===== config.mk =====
export PLATFORM = sky130hd
export DESIGN_NAME = uart_tx_param
export DESIGN_NICKNAME = d
export VERILOG_FILES = /design/src/rtl/uart_tx_param.sv
export SDC_FILE = /design/constraint.sdc
export NUM_CORES = 1
export LEC_CHECK = 0
export BUFFER_PORTS_ARGS = -buffer_cell sky130_fd_sc_hd__buf_4
export CELL_PAD_IN_SITES_DETAIL_PLACEMENT = 1
export CELL_PAD_IN_SITES_GLOBAL_PLACEMENT = 2
export CORE_AREA = 3 3 75 77
export CTS_BUF_LIST = sky130_fd_sc_hd__clkbuf_4 sky130_fd_sc_hd__clkbuf_8
export DETAILED_ROUTE_END_ITERATION = 10
export DIE_AREA = 0 0 78 80
export GPL_ROUTABILITY_DRIVEN = 0
export PLACE_DENSITY = 0.87
export SETUP_SLACK_MARGIN = 0.1
export SYNTH_ARGS = -nofsm -noshare
export SYNTH_HDL_FRONTEND = slang
export SYNTH_SLANG_ARGS = --single-unit
export TNS_END_PERCENT = 30

===== constraint.sdc =====
create_clock -name clk -period 1.7 [get_ports clk]
set_clock_uncertainty 0.05 [all_clocks]
set_input_delay 0.51 -clock clk [delete_from_list [all_inputs] [get_ports clk]]
set_output_delay 0.51 -clock clk [all_outputs]
set_load 0.05 [all_outputs]

===== src/rtl/uart_tx_param.sv =====
// Parameterised UART transmitter.
// Frames are start bit, DATA_BITS payload bits sent LSB first, an optional
// parity bit, and STOP_BITS stop bits. Every bit lasts CLK_FREQ/BAUD clocks.
// All outputs are registered. Reset is synchronous and active high.
module uart_tx_param #(
    parameter int CLK_FREQ  = 100_000_000,
    parameter int BAUD      = 9600,
    parameter int DATA_BITS = 8,
    parameter int PARITY    = 0,
    parameter int STOP_BITS = 1
) (
    input  logic                 clk,
    input  logic                 rst,
    input  logic                 valid,
    input  logic [DATA_BITS-1:0] data,
    output logic                 ready,
    output logic                 busy,
    output logic                 dout
);

    localparam int BAUD_DIV = CLK_FREQ / BAUD;
    localparam int CNT_W    = ($clog2(BAUD_DIV) < 1) ? 1 : $clog2(BAUD_DIV);

    localparam logic [CNT_W-1:0] CNT_LAST  = CNT_W'(BAUD_DIV - 1);
    localparam logic [3:0]       DATA_LAST = 4'(DATA_BITS - 1);
    localparam logic [3:0]       STOP_LAST = 4'(STOP_BITS - 1);
    localparam logic             ODD_PAR   = (PARITY == 1);

    // Reject unusable configurations at elaboration time.
    generate
        if (BAUD_DIV < 2 || DATA_BITS < 5 || DATA_BITS > 9 ||
            PARITY < 0 || PARITY > 2 || STOP_BITS < 1 || STOP_BITS > 2) begin : g_param_check
            $error("uart_tx_param: illegal parameter set");
        end
    endgenerate

    typedef enum logic [2:0] {
        IDLE,
        START,
        DATA,
        PAR,
        STOP
    } state_t;

    state_t               state;
    logic [CNT_W-1:0]     baud_cnt;
    logic [3:0]           bit_idx;
    logic [DATA_BITS-1:0] shreg;
    logic                 par_bit;

    // Frame sequencer: accepts a word in IDLE and walks it out bit by bit.
    always_ff @(posedge clk) begin
        if (rst) begin
            state    <= IDLE;
            dout     <= 1'b1;
            ready    <= 1'b1;
            busy     <= 1'b0;
            baud_cnt <= '0;
            bit_idx  <= '0;
            shreg    <= '0;
            par_bit  <= 1'b0;
        end else begin
            case (state)
                IDLE: begin
                    if (valid && ready) begin
                        shreg    <= data;
                        par_bit  <= (^data) ^ ODD_PAR;
                        baud_cnt <= '0;
                        bit_idx  <= '0;
                        dout     <= 1'b0;
                        ready    <= 1'b0;
                        busy     <= 1'b1;
                        state    <= START;
                    end
                end

                START: begin
                    if (baud_cnt == CNT_LAST) begin
                        baud_cnt <= '0;
                        dout     <= shreg[0];
                        shreg    <= shreg >> 1;
                        state    <= DATA;
                    end else begin
                        baud_cnt <= baud_cnt + CNT_W'(1);
                    end
                end

                DATA: begin
                    if (baud_cnt == CNT_LAST) begin
                        baud_cnt <= '0;
                        if (bit_idx == DATA_LAST) begin
                            bit_idx <= '0;
                            if (PARITY != 0) begin
                                dout  <= par_bit;
                                state <= PAR;
                            end else begin
                                dout  <= 1'b1;
                                state <= STOP;
                            end
                        end else begin
                            bit_idx <= bit_idx + 4'd1;
                            dout    <= shreg[0];
                            shreg   <= shreg >> 1;
                        end
                    end else begin
                        baud_cnt <= baud_cnt + CNT_W'(1);
                    end
                end

                PAR: begin
                    if (baud_cnt == CNT_LAST) begin
                        baud_cnt <= '0;
                        bit_idx  <= '0;
                        dout     <= 1'b1;
                        state    <= STOP;
                    end else begin
                        baud_cnt <= baud_cnt + CNT_W'(1);
                    end
                end

                STOP: begin
                    if (baud_cnt == CNT_LAST) begin
                        baud_cnt <= '0;
                        if (bit_idx == STOP_LAST) begin
                            bit_idx <= '0;
                            dout    <= 1'b1;
                            ready   <= 1'b1;
                            busy    <= 1'b0;
                            state   <= IDLE;
                        end else begin
                            bit_idx <= bit_idx + 4'd1;
                        end
                    end else begin
                        baud_cnt <= baud_cnt + CNT_W'(1);
                    end
                end

                default: begin
                    state <= IDLE;
                    dout  <= 1'b1;
                    ready <= 1'b1;
                    busy  <= 1'b0;
                end
            endcase
        end
    end

endmodule

==> implementation parameters <==
Parameter                              Value

Run status
  Result of the run    complete, but fails checks
  Failing checks    negative setup slack

Power
  Leakage dissipation    0.916 nW
  Psw    0.518 mW
  Sequential power share    41.9%
  Fraction of power spent switching nets    26.5%
  PwrDens    815 nW/um2
  VDD IR max    0.625 mV
  Power share of the combinational group    19.8%
  Proportion of power drawn by the clock network    38.2%
  Cell Int Power    1.44 mW

STA
  Least setup slack across all paths after layout    -0.0896 ns
  Total setup violations reported at the end of the flow    10
  Post-layout min period    1.79 ns
  Sum of negative setup slack    -0.531 ns
  Final Hold Fails    0
  Setup repair after global routing missed its margin    yes
  Count of final max-slew check failures    0
  Post-route fraction of the period consumed by the critical path    105%
  Measured slew at the worst slew-check pin    0.333 ns
  Max-slew headroom at the worst pin    77.7%
  Fmax achieved    559 MHz
  Worst hold margin    0.420 ns

Route
  Detail Route Antenna Nets    0
  Vias per std cell    4.99
  Average detailed-routed wire length per instance    15.6 um
  Initial DRT Pass Iterations    4
  Final routed wirelength across all metal layers    4960 um
  Via count    1592
  Drt drc    0
  Number of design-rule violations left by the first detailed-router iteration    89

Yosys
  Sequential cell area fraction in the yosys report    37.6%
  #FFs+latches synth    32
  Asr flop ratio synth    0%
  Average instance area after synthesis    8.57 um2
  Primary FF master, synth    sky130_fd_sc_hd__dfxtp_1
  Synthesized instance count    199
  Synth unique cells    44
  Synth Cell Area    1710 um2
  Synth Warn #    0
  EDFF count, synth    0
  Number of nets produced by synthesis    213

Finish
  Number of antenna diodes    0
  Most common library cell in the layout ignoring fill and taps    sky130_fd_sc_hd__buf_4
  Number of fillers in the final layout    617
  Most frequent cells in the layout    sky130_fd_sc_hd__buf_4 (46), sky130_fd_sc_hd__nor2_1 (32), sky130_fd_sc_hd__dfxtp_1 (26)
  Total number of nets in the final design    262
  Area used by sequential logic in the layout    648 um2
  Area added between synthesis and finish    40.7%
  Area of the multi-input gates    1080 um2
  Fraction of layout instances using a drive strength above 1    36.5%

Floorplanning
  Number of standard-cell rows in the floorplan    26
  Initial core utilization    33.6%
  Core Box Area    5070 um2
  Width of the die    78 um
  Top-level port count    14
  Total die area    6240 um2
  Die height    80 um

GRT
  Total overflow reported by the global router    0
  All-Layer GR Usage    17.7%
  Pin count of the biggest net entering global routing    15
  Number of global-route vias before repair    1741
  First-pass GRT wire length    8620 um
  Number of antenna violations at the first check in global routing    0

Critical path
  Endpoint required time on the critical path    1.83 ns
  Critical path class    flop to flop
  Capturing element type of the critical path    flop
  Largest fanout on the critical path    8
  Startpoint class of the critical path    flop
  Data arrival at the endpoint of the critical path    1.92 ns

Clock tree
  Clk Tree Root Cell    sky130_fd_sc_hd__clkbuf_8
  CTS tree    yes
  Clock input transition at the sequential cells of the worst setup and hold paths    0.07 ns
  Buffer levels on the longest clock path    2
  Clock Sinks    32
  Number of buffers added by the clock tree synthesis step    5
  Clock insertion delay at the later pin of the skew report    0.29 ns
  CTS H-tree lvls    2
  Post-cts hold buffer count    0

Job
  Number of max-cap violations    0

Place
  Setup Slack @ Placement    -0.224 ns
  Detailed placement HPWL    3330 um
  Quantity of I/O buffers inserted on ports    13

Hold path
  Hold crit path type    input pin to flop
-- sequential cells by signal, indices dropped and copies added, names as in the netlist --
register  flops
busy          1
baud_cnt     14
state         3
bit_idx       4
dout          1
ready         1
shreg         8
-- path summary, 6_finish.rpt --
kind                     from    endpoint  slack, ns  cells past startpoint
setup reg to reg  baud_cnt[4]    shreg[7]      -0.09                      7
hold / removal            rst    state[0]       0.42                      2
hold reg to reg    bit_idx[3]  bit_idx[3]       0.43                      2
setup / recovery  baud_cnt[4]    shreg[7]      -0.09                      7
-- cells by family (layout without fill, tap and decap cells) --
kind of cell | Yosys count | in the layout | synth area share, %
xor gates and xnor gates | 15 | 15 | 7.70
DFF | 32 | 32 | 37.6
buffers and inverters | 17 | 67 | 4.99
muxes | 8 | 8 | 4.70
adders and majority gates | 3 | 3 | 2.20
AOI/OAI and AO/OA | 37 | 37 | 16.0
and+or+nand+nor | 87 | 87 | 26.9
-- power groups by stage --
stage / clock network, mW / logic (mW) / registers (mW)
detailed placement: 0 / 0.311 / 0.835
floorplan: 0 / 0.192 / 0.856
global route: 0.795 / 0.420 / 0.824
global placement: 0 / 0.304 / 0.833
CTS: 0.761 / 0.374 / 0.819
finish: 0.748 / 0.388 / 0.820
-- per-layer routing --
metal	vias to the layer above	share of wire, %	GRT usage (%)
li1	794	-	-
met5	-	0	0
met4	0	1.4	5.42
met2	11	55	33.5
met3	6	2.0	3.72
met1	781	41	19.8
-- stage by stage --
stage,cells,power [mW],instance area [um2],util (%)
2_1_floorplan,199,1.05,1770,-
3_3_place_gp,305,1.14,2130,42.0
3_5_place_dp,305,1.15,2130,42.0
4_1_cts,319,1.95,2380,46.9
5_1_grt,319,2.04,2400,47.3
6_report,319,1.96,2400,47.3
-- critical path: stages, from the launching register on --
cell	delay, ns
sky130_fd_sc_hd__dfxtp_2	0.34
sky130_fd_sc_hd__nor4b_4	0.34
sky130_fd_sc_hd__nand4_4	0.15
sky130_fd_sc_hd__a221oi_4	0.36
sky130_fd_sc_hd__buf_12	0.17
sky130_fd_sc_hd__buf_8	0.12
sky130_fd_sc_hd__nand2b_1	0.12
sky130_fd_sc_hd__a21oi_2	0.05
-- final cells by class --
type	count	area share, %
timing repair buffer	53	18.9
clock inverter	2	1.46
sequential	32	27.0
tap	70	3.65
multi-input combinational	150	44.8
inverter	6	0.938
clock buffer	6	3.18
-- cells in the mapped netlist, drive strengths merged (2+ instances only) --
master | instances | share of area [%]
ha | 3 | 2.2
clkbuf | 5 | 1.1
nand2 | 13 | 2.9
a2111o | 2 | 1.3
o211ai | 2 | 0.88
nand2b | 4 | 1.5
a21o | 2 | 0.88
and4 | 2 | 1.0
dfxtp | 32 | 38
mux2i | 8 | 4.7
inv | 6 | 1.3
nor3 | 5 | 1.5
a211oi | 7 | 3.7
nand3 | 9 | 2.6
xor2 | 4 | 2.1
and3 | 2 | 0.73
and2 | 2 | 0.73
nor2 | 35 | 7.7
nand4 | 4 | 2.3
buf | 6 | 2.6
xnor2 | 11 | 5.6
a21oi | 11 | 3.2
o21ai | 7 | 2.1
nor3b | 2 | 0.88
-- repair_timing --
item | CTS | global route
buffers inserted | 6 | 0
pin swaps | 10 | 7
gates resized for setup | 25 | 5
endpoints found under the setup margin | 29 | 31
Note: power is estimated with default switching activity, not from simulation.
